### config.mk
export PLATFORM = sky130hd
export DESIGN_NAME = sm3_expnd_sched_flat
export DESIGN_NICKNAME = d
export VERILOG_FILES = /design/src/rtl/sm3_expnd_if.sv /design/src/rtl/sm3_expnd_sched.sv /design/src/flat_wrapper.sv
export SDC_FILE = /design/constraint.sdc
export NUM_CORES = 1
export LEC_CHECK = 0
export CORE_MARGIN = 5
export CORE_UTILIZATION = 43
export CTS_CLUSTER_DIAMETER = 50
export DETAILED_ROUTE_END_ITERATION = 8
export PLACE_DENSITY = 0.71
export REMOVE_ABC_BUFFERS = 1
export SLEW_MARGIN = 20
export SYNTH_ARGS = -nofsm -noshare
export SYNTH_HDL_FRONTEND = slang
export SYNTH_SLANG_ARGS = --single-unit
### constraint.sdc
create_clock -name clk -period 1.9 [get_ports clk]
set_input_delay 0.38 -clock clk [delete_from_list [all_inputs] [get_ports clk]]
set_output_delay 0.38 -clock clk [all_outputs]
set_load 0.02 [all_outputs]
### src/rtl/sm3_expnd_if.sv
// SM3 message-expansion buses: padding-stage word input and per-round expansion output.
// slave = expansion stage side, master = padding stage / compression core side.
interface sm3_expnd_if;
  localparam int unsigned WRD_W = 32;

  logic [WRD_W-1:0] pad_inpt_wrd_i;
  logic             pad_inpt_vld_i;
  logic             pad_inpt_lst_i;
  logic             pad_inpt_rdy_o;
  logic [WRD_W-1:0] expnd_otpt_wj_o;
  logic [WRD_W-1:0] expnd_otpt_wjj_o;
  logic             expnd_otpt_lst_o;
  logic             expnd_otpt_vld_o;

  modport slave (
    input  pad_inpt_wrd_i, pad_inpt_vld_i, pad_inpt_lst_i,
    output pad_inpt_rdy_o, expnd_otpt_wj_o, expnd_otpt_wjj_o,
           expnd_otpt_lst_o, expnd_otpt_vld_o
  );

  modport master (
    output pad_inpt_wrd_i, pad_inpt_vld_i, pad_inpt_lst_i,
    input  pad_inpt_rdy_o, expnd_otpt_wj_o, expnd_otpt_wjj_o,
           expnd_otpt_lst_o, expnd_otpt_vld_o
  );
endinterface

### src/rtl/sm3_expnd_sched.sv
// SM3 message expansion: loads 16 words, emits Wj / W'j for j=0..63, one round per cycle.
// Optional next-block prefetch shadow buffer: macro SM3_EXPND_PREFETCH_EN (from sm3_cfg.v).
module sm3_expnd_sched (
  input  logic       clk,
  input  logic       rst_n,
  sm3_expnd_if.slave bus
);
  localparam int unsigned WRD_W   = 32;
  localparam int unsigned WRD_NUM = 16;
  localparam int unsigned RND_NUM = 64;
  localparam int unsigned WCNT_W  = $clog2(WRD_NUM);
  localparam int unsigned RCNT_W  = $clog2(RND_NUM);
  localparam int unsigned SCNT_W  = WCNT_W + 1;

  typedef enum logic {LOAD = 1'b0, EXPND = 1'b1} state_e;
  typedef logic [WRD_W-1:0] word_t;

  function automatic word_t rotl(input word_t x, input int unsigned n);
    return (x << n) | (x >> (WRD_W - n));
  endfunction

  function automatic word_t p1(input word_t x);
    return x ^ rotl(x, 15) ^ rotl(x, 23);
  endfunction

  // W(j+16) from the window taps W(j), W(j+3), W(j+7), W(j+10), W(j+13)
  function automatic word_t next_w(input word_t w0, input word_t w3, input word_t w7,
                                   input word_t w10, input word_t w13);
    return p1(w0 ^ w7 ^ rotl(w13, 15)) ^ rotl(w3, 7) ^ w10;
  endfunction

  state_e            state_q, state_d;
  logic [WCNT_W-1:0] wcnt_q, wcnt_d;
  logic [RCNT_W-1:0] rcnt_q, rcnt_d;
  word_t             win_q [WRD_NUM];
  word_t             win_d [WRD_NUM];
  logic              lst_q, lst_d;

  logic              rdy_q, rdy_d;
  logic              vld_q, vld_d;
  logic              lsto_q, lsto_d;
  word_t             wj_q, wj_d;
  word_t             wjj_q, wjj_d;

  logic              xfer;

`ifdef SM3_EXPND_PREFETCH_EN
  word_t             sh_q [WRD_NUM];
  word_t             sh_d [WRD_NUM];
  logic [SCNT_W-1:0] scnt_q, scnt_d;
  logic              shlst_q, shlst_d;
`endif

  assign xfer = bus.pad_inpt_vld_i & rdy_q;

  // State, window and output registers
  always_ff @(posedge clk or negedge rst_n) begin
    if (!rst_n) begin
      state_q <= LOAD;
      wcnt_q  <= '0;
      rcnt_q  <= '0;
      lst_q   <= 1'b0;
      for (int unsigned k = 0; k < WRD_NUM; k++) win_q[k] <= '0;
      rdy_q   <= 1'b1;
      vld_q   <= 1'b0;
      lsto_q  <= 1'b0;
      wj_q    <= '0;
      wjj_q   <= '0;
`ifdef SM3_EXPND_PREFETCH_EN
      for (int unsigned k = 0; k < WRD_NUM; k++) sh_q[k] <= '0;
      scnt_q  <= '0;
      shlst_q <= 1'b0;
`endif
    end else begin
      state_q <= state_d;
      wcnt_q  <= wcnt_d;
      rcnt_q  <= rcnt_d;
      lst_q   <= lst_d;
      win_q   <= win_d;
      rdy_q   <= rdy_d;
      vld_q   <= vld_d;
      lsto_q  <= lsto_d;
      wj_q    <= wj_d;
      wjj_q   <= wjj_d;
`ifdef SM3_EXPND_PREFETCH_EN
      sh_q    <= sh_d;
      scnt_q  <= scnt_d;
      shlst_q <= shlst_d;
`endif
    end
  end

  // Next-state, window update and next output values
  always_comb begin
    state_d = state_q;
    wcnt_d  = wcnt_q;
    rcnt_d  = rcnt_q;
    lst_d   = lst_q;
    win_d   = win_q;
`ifdef SM3_EXPND_PREFETCH_EN
    sh_d    = sh_q;
    scnt_d  = scnt_q;
    shlst_d = shlst_q;
`endif

    case (state_q)
      LOAD: begin
        if (xfer) begin
          win_d[wcnt_q] = bus.pad_inpt_wrd_i;
          wcnt_d        = wcnt_q + WCNT_W'(1);
          if (wcnt_q == WCNT_W'(WRD_NUM - 1)) begin
            lst_d   = bus.pad_inpt_lst_i;
            state_d = EXPND;
            rcnt_d  = '0;
            wcnt_d  = '0;
          end
        end
      end

      EXPND: begin
        for (int unsigned k = 0; k < WRD_NUM - 1; k++) win_d[k] = win_q[k+1];
        win_d[WRD_NUM-1] = next_w(win_q[0], win_q[3], win_q[7], win_q[10], win_q[13]);
        rcnt_d = rcnt_q + RCNT_W'(1);

`ifdef SM3_EXPND_PREFETCH_EN
        if (xfer) begin
          sh_d[scnt_q[WCNT_W-1:0]] = bus.pad_inpt_wrd_i;
          scnt_d                   = scnt_q + SCNT_W'(1);
          if (scnt_q == SCNT_W'(WRD_NUM - 1)) shlst_d = bus.pad_inpt_lst_i;
        end
`endif

        if (rcnt_q == RCNT_W'(RND_NUM - 1)) begin
          state_d = LOAD;
          rcnt_d  = '0;
          wcnt_d  = '0;
`ifdef SM3_EXPND_PREFETCH_EN
          // scnt_d already includes a word accepted on this same cycle
          win_d = sh_d;
          if (scnt_d == SCNT_W'(WRD_NUM)) begin
            state_d = EXPND;
            lst_d   = shlst_d;
          end else begin
            wcnt_d  = scnt_d[WCNT_W-1:0];
          end
          scnt_d  = '0;
          shlst_d = 1'b0;
`endif
        end
      end
    endcase

`ifdef SM3_EXPND_PREFETCH_EN
    rdy_d  = (state_d == LOAD) || (scnt_d < SCNT_W'(WRD_NUM));
`else
    rdy_d  = (state_d == LOAD);
`endif
    vld_d  = (state_d == EXPND);
    wj_d   = vld_d ? win_d[0] : '0;
    wjj_d  = vld_d ? (win_d[0] ^ win_d[4]) : '0;
    lsto_d = vld_d && (rcnt_d == RCNT_W'(RND_NUM - 1)) && lst_d;
  end

  assign bus.pad_inpt_rdy_o   = rdy_q;
  assign bus.expnd_otpt_vld_o = vld_q;
  assign bus.expnd_otpt_wj_o  = wj_q;
  assign bus.expnd_otpt_wjj_o = wjj_q;
  assign bus.expnd_otpt_lst_o = lsto_q;

  a_lst_with_vld: assert property (@(posedge clk) disable iff (!rst_n)
    bus.expnd_otpt_lst_o |-> bus.expnd_otpt_vld_o);

`ifndef SM3_EXPND_PREFETCH_EN
  a_no_rdy_in_expnd: assert property (@(posedge clk) disable iff (!rst_n)
    !(bus.expnd_otpt_vld_o && bus.pad_inpt_rdy_o));
`endif

endmodule

### src/flat_wrapper.sv
// flat-port wrapper written by rule: the top's interface ports become plain ports
module sm3_expnd_sched_flat 
  (clk, rst_n, bus_pad_inpt_wrd_i, bus_pad_inpt_vld_i, bus_pad_inpt_lst_i, bus_pad_inpt_rdy_o, bus_expnd_otpt_wj_o, bus_expnd_otpt_wjj_o, bus_expnd_otpt_lst_o, bus_expnd_otpt_vld_o);
  sm3_expnd_if bus_i ();
  input  logic clk;
  input  logic rst_n;
  input wire logic [$bits(bus_i.pad_inpt_wrd_i)-1:0] bus_pad_inpt_wrd_i;
  input wire logic [$bits(bus_i.pad_inpt_vld_i)-1:0] bus_pad_inpt_vld_i;
  input wire logic [$bits(bus_i.pad_inpt_lst_i)-1:0] bus_pad_inpt_lst_i;
  output wire logic [$bits(bus_i.pad_inpt_rdy_o)-1:0] bus_pad_inpt_rdy_o;
  output wire logic [$bits(bus_i.expnd_otpt_wj_o)-1:0] bus_expnd_otpt_wj_o;
  output wire logic [$bits(bus_i.expnd_otpt_wjj_o)-1:0] bus_expnd_otpt_wjj_o;
  output wire logic [$bits(bus_i.expnd_otpt_lst_o)-1:0] bus_expnd_otpt_lst_o;
  output wire logic [$bits(bus_i.expnd_otpt_vld_o)-1:0] bus_expnd_otpt_vld_o;
  assign bus_i.pad_inpt_wrd_i = bus_pad_inpt_wrd_i;
  assign bus_i.pad_inpt_vld_i = bus_pad_inpt_vld_i;
  assign bus_i.pad_inpt_lst_i = bus_pad_inpt_lst_i;
  assign bus_pad_inpt_rdy_o = bus_i.pad_inpt_rdy_o;
  assign bus_expnd_otpt_wj_o = bus_i.expnd_otpt_wj_o;
  assign bus_expnd_otpt_wjj_o = bus_i.expnd_otpt_wjj_o;
  assign bus_expnd_otpt_lst_o = bus_i.expnd_otpt_lst_o;
  assign bus_expnd_otpt_vld_o = bus_i.expnd_otpt_vld_o;
  sm3_expnd_sched u_core (.clk(clk), .rst_n(rst_n), .bus(bus_i));
endmodule
# Yosys cells after proc, flatten, opt, wreduce, memory -nomap -nowiden
# Cells that the tools add are included.
[classes] n_addsub=2 magnitude_cmp=2 eq_ne=5 mux=22 n_bitwise=15 reduce_logical=4
[op_table] op="512-bit one-hot mux with 2 select lines" count=1
[op_table] op="512-bit bitwise mux" count=1
[op_table] op="512-bit 2-to-1 mux" count=1
[op_table] op="32-bit bitwise XOR" count=7
[op_table] op="32-bit demux with 4-bit select" count=1
[op_table] op="32-bit 2-to-1 mux" count=3
[op_table] op="32-bit by 15-bit OR with 32-bit output" count=2
[op_table] op="32-bit by 23-bit OR with 32-bit output" count=1
[op_table] op="32-bit by 7-bit OR with 32-bit output" count=1
[op_table] op="6-bit 2-to-1 mux" count=3
[op_table] op="6-bit equality test, second input constant" count=2
[op_table] op="4-bit 2-to-1 mux" count=3
[op_table] op="6-bit one-hot mux with 2 select lines" count=1
[op_table] op="4-bit one-hot mux with 2 select lines" count=1
[op_table] op="6-bit by 1-bit adder with 6-bit output, second input constant" count=1
[op_table] op="1-bit 2-to-1 mux" count=6
[op_table] op="5-bit greater-or-equal comparator, second input constant" count=1
[op_table] op="5-bit by 1-bit < comparator with 1-bit output, second input constant" count=1
[op_table] op="4-bit NOT with 5-bit output" count=1
[op_table] op="4-bit by 1-bit adder with 4-bit output, second input constant" count=1
[op_table] op="4-bit equality test, second input constant" count=1
[op_table] op="1-bit logical AND" count=3
[op_table] op="2-bit by 1-bit != test with 1-bit output, second input constant" count=1
[op_table] op="2-bit != test, second input constant" count=1
[op_table] op="4 further kinds" count=5
[totals] reg_bits=590 input_bits=36 output_inout_bits=67 elab_cells=74

# Longest topological paths before layout
[depth] ltp_word=10 depth_mapped=9 mapped_depth_nobuf=7

# Least setup slack after synthesis
# No wires, ideal clock.
[synth_path] path_type="flip-flop to flip-flop" from="register u_core.wcnt_q[0]" to="register u_core.win_q[228] in the netlist's numbering" setup_ns=0.132 t_arrival_ns=1.641 required_ns=1.768 slack_ns=0.127 stages_incl_launch_ff=10 path_buffers=3 period_less_slack_ns=1.773 path_cell_list="dfrtp_1 inv_1 ha_1 nand3_1 buf_4 or2_1 buf_2 buf_6 mux2i_1 o21ai_1"
[synth_between] elab_chain_cells=8 elab_cells_between_ends=9 cone_classes="2 x order compare; 5 x mux; 1 x bitwise; 1 x reduce/logical"
[synth_lines] item="start: declaration" line="sm3_expnd_sched.sv:33" text="logic [WCNT_W-1:0] wcnt_q, wcnt_d;"
[synth_lines] item="start signal: assignment" line="sm3_expnd_sched.sv:76" text="wcnt_q <= wcnt_d;"
[synth_lines] item="4-bit NOT with 5-bit output (not written as such) (*)" line="sm3_expnd_sched.sv:109" text="win_d[wcnt_q] = bus.pad_inpt_wrd_i;"
[synth_lines] item="5-bit greater-or-equal comparator (not written as such) / 5-bit by 1-bit < comparator with 1-bit output (equally long branches)" line="sm3_expnd_sched.sv:109"
[synth_lines] item="1-bit logical AND (not written as such)" line="sm3_expnd_sched.sv:109"
[synth_lines] item="32-bit 2-to-1 mux (not written as such)" line="sm3_expnd_sched.sv:109"
[synth_lines] item="32-bit demux with 4-bit select (*)" line="sm3_expnd_sched.sv:109"
[synth_lines] item="512-bit bitwise mux (*)" line="sm3_expnd_sched.sv:109"
[synth_lines] item="512-bit 2-to-1 mux (*)" line="sm3_expnd_sched.sv:108" text="if (xfer) begin"
[synth_lines] item="512-bit one-hot mux with 2 select lines (*)" line="sm3_expnd_sched.sv:106" text="case (state_q)"
[synth_lines] item="end signal: assignment" line="sm3_expnd_sched.sv:79" text="win_q <= win_d;"
[synth_lines] item="end: declaration" line="sm3_expnd_sched.sv:35" text="word_t win_q [WRD_NUM];"
# Mark *: on every way between the ends. The rest lies on a longest branch, timed or not. The select of a mux whose other input is x is not followed.
# A chain may end at the register's enable or synchronous reset.

==> metrics.md <==
| Metric | Value |
|---|---|
| Remaining Overflow, GRT | `0` |
| Internal Pwr Total | `roughly 42000 uW` |
| Final setup TNS | `0 ps` |
| Yosys reg bits | `590` |
| CTS clk-pin slew, worst paths | `60 ps` |
| Most frequent cells in the layout | `587 x dfrtp_1, 426 x nand2_1, 417 x mux2i_1` |
| Reg-to-reg critical path startpoint | `u_core.wcnt_q[1]$_DFFE_PN0P_` |
| Unrepaired setup endpoints after global routing | `yes` |
| Vias/cell | `5.64` |
| Worst-Skew Late Latency | `620 ps` |
| Post-synth ARST share | `between 90% and 100%` |
| Crit path setup slack, layout | `28.0 ps` |
| EDFF count, synth | `0` |
| Cell Rows | `94` |
| Sw Ratio | `about two fifths` |
| Setup Crit Path Kind | `reg -> reg` |
| Residual DRC | `0` |
| Routed WL per cell | `around 22 um` |
| Post-DP HPWL | `53100 um` |
| Die area | `72000 sq um` |
| Setup Skew | `25.9 ps` |
| Tightest Hold Check Type | `in -> async` |
| Placer Congestion | `around 0.83` |
| Initial antenna violation count | `2` |
| Worst-Margin Slew | `716 ps` |
| Post-synthesis cell count | `2695` |
| Drt pass-1 iters | `6` |
| FMAX | `0.534 GHz` |
| Largest net degree at the start of global routing | `63` |
| Run status | `completed` |
| Post-synthesis sequential area ratio | `51.5%` |
| Combinational power share | `47.4%` |
| Register area | `between 10000 and 15000 sq um` |
| Sink Count | `approximately 600` |
| Synth Flop Type | `dfrtp_1` |
| GRT Util Overall | `22.1%` |
| Post-DP Area | `32000 sq um` |
| Critical Path AT | `between 2000 and 2500 ps` |
| Seq pwr share | `32.1%` |
| CTS tree | `built` |
| Root Driver | `clkbuf_16` |
| Dpl ws | `-404 ps` |
| Net Sw Power | `27400 uW` |
| Antenna Nets Post-Route | `0` |
| Clock Power Share | `between 20% and 30%` |
| Layout fillers | `5548` |
| Chip width | `268 um` |
| Critical Path Start Type | `flip-flop` |
| R2R depth | `9` |
| Pleak | `0.0141 uW` |
| Max Root-Sink Buffers | `3` |
| CTS HTree Levels | `3` |
| Max cap viols | `0` |
| P per Cell Area | `2010 nW/um^2` |
| Period utilization | `98.5%` |
| Period minus WS final | `1870 ps` |
| Slew HR | `51.9%` |
| CP endpoint kind | `flip-flop` |
| First-pass GRT wire length | `126000 um` |
| Most common cell after layout, fill and taps aside | `dfrtp_1` |
| I/O Buffers | `102` |
| Worst Path Required | `2400 ps` |
| Slew Limit Fails | `0` |
| Die Ht | `268 um` |
| Mean Syn Cell Area | `10.6 sq um` |
| Final hold violations | `0` |
| Max rail drop VDD | `0.902 mV` |
| Max FO, Critical Path | `8` |
| Setup slack, reg-to-reg | `30 ps` |
| Yosys warnings | `0` |
| # setup viols final | `0` |
| Vias in the first global route | `21.8k` |
| Final Cell Area | `about 35000 sq um` |
| Critical R2R Capture | `u_core.bus.expnd_otpt_wjj_o[30]$_DFF_PN0_` |
| Area growth syn-to-layout | `21.0%` |
| Share of cells above drive strength 1 | `~15%` |
| Iter 0 DRT Violations | `just under 2k` |
| Post-synth design cell area | `roughly 29000 sq um` |
| Area occupied by multi-input gates | `~13000 sq um` |
| DR vias | `21.4k` |
| Total design power | `between 60000 and 70000 uW` |
| Core area | `66000 sq um` |
| Num CTS Buffers | `a little over 70` |
| DRT Wirelength | `81800 um` |
| Starting density of the core | `between 40% and 50%` |
| Top Ports | `103` |
| Library cells used by synthesis | `49` |
| Final #Nets | `2906` |
==> per-stage QoR <==
stage | util, % | cells | hold WS [ps]
4_1_cts | 52.2 | 3772 | 301
3_5_place_dp | 48.5 | 3639 | 360
5_1_grt | 52.6 | 3787 | 326
2_1_floorplan | - | 2467 | 84.4
6_report | 52.6 | 3787 | 302
3_3_place_gp | 48.5 | 3639 | 379
==> cell families after synthesis <==
family	count (synthesis)	share of synthesized area [%]
AND/OR/NAND/NOR	534	7.89
buffers and inverters	232	4.09
flip-flops	590	51.5
adder cells (fa/ha/maj)	5	0.218
multiplexers	418	14.6
AO/OA/AOI/OAI	691	14.9
XOR/XNOR	225	6.87
==> synth_stat cells (all sizes together) (33+ instances only) <==
library cell / count / area (sq um)
clkbuf: 128 / 482
dfrtp: 589 / 14700
a31oi: 66 / 419
buf: 100 / 678
o21ai: 517 / 2590
nor2b: 33 / 206
mux2i: 418 / 4180
xnor2: 192 / 1680
xor2: 33 / 289
nor2: 49 / 277
a2bb2oi: 64 / 942
nand2: 429 / 1630
==> worst max-delay path by stage <==
stage / start / end / slack, ps / cells after the start
2_1_floorplan: u_core.state_q$_DFF_PN0_ / u_core.bus.expnd_otpt_wj_o[0]$_DFF_PN0_ / -21160 / 4
6_report: u_core.wcnt_q[1]$_DFFE_PN0P_ / u_core.bus.expnd_otpt_wjj_o[30]$_DFF_PN0_ / 30 / 9
4_1_cts: u_core.wcnt_q[2]$_DFFE_PN0P_ / u_core.win_q[106]$_DFFE_PN0P_ / 10 / 6
3_5_place_dp: bus_pad_inpt_vld_i / u_core.win_q[210]$_DFFE_PN0P_ / -400 / 7
3_3_place_gp: bus_pad_inpt_vld_i / u_core.win_q[218]$_DFFE_PN0P_ / -400 / 7
5_1_grt: u_core.wcnt_q[0]$_DFFE_PN0P_ / u_core.win_q[114]$_DFFE_PN0P_ / -50 / 8
==> state kept, by name (all words and copies together) (netlist names) <==
name,flops
u_core.wcnt_q,4
u_core.rcnt_q,6
u_core.bus.expnd_otpt_lst_o,1
u_core.bus.pad_inpt_rdy_o,1
u_core.lst_q,1
u_core.state_q,1
u_core.bus.expnd_otpt_wjj_o,32
u_core.bus.expnd_otpt_wj_o,32
u_core.win_q,512
==> power groups by stage <==
stage	sequential, uW	combinational, uW	clock (uW)
6_report	22300	33000	14300
5_1_grt	22800	36000	15000
3_3_place_gp	22100	31600	0
3_5_place_dp	22400	32600	0
2_1_floorplan	22000	18500	0
4_1_cts	22200	32600	14500
==> worst max-delay path: stages, from the launching register on <==
cell       delay, ps
dfrtp_1          380
inv_1             90
ha_2             190
and3_4           260
buf_12           150
clkbuf_16        190
a31oi_1          110
a2bb2oi_2        210
xnor2_1          140
nor2_1            50
==> repair_timing <==
action	4_1_cts	5_1_grt
hold endpoints to repair	26	0
buffers inserted	1	9
gates cloned	0	6
pin swaps	0	7
hold buffers	1	0
gates resized for setup	75	24
setup endpoints to repair	69	172
==> routing by layer <==
layer  GRT usage (%)  vias up  wire length, um
met5               0        -                0
met4            7.89        0             3140
met3            4.10      187             5790
met2            35.4      751            38100
met1            30.3    10800            34800
li1                -     9655                -
==> area by class of cell <==
| class | count | share of cell area (%) |
|---|---|---|
| flip-flops and latches | 590 | 42.5 |
| multi-input cells | 1873 | 37.0 |
| repair buffers | 324 | 10.1 |
| clock buffers | 101 | 6.03 |
| well taps | 864 | 3.11 |
| clock inverters | 30 | 1.14 |
| inverters | 4 | 0.0577 |
| diodes | 1 | 0.00721 |
Power figures use the tool's default switching activity.
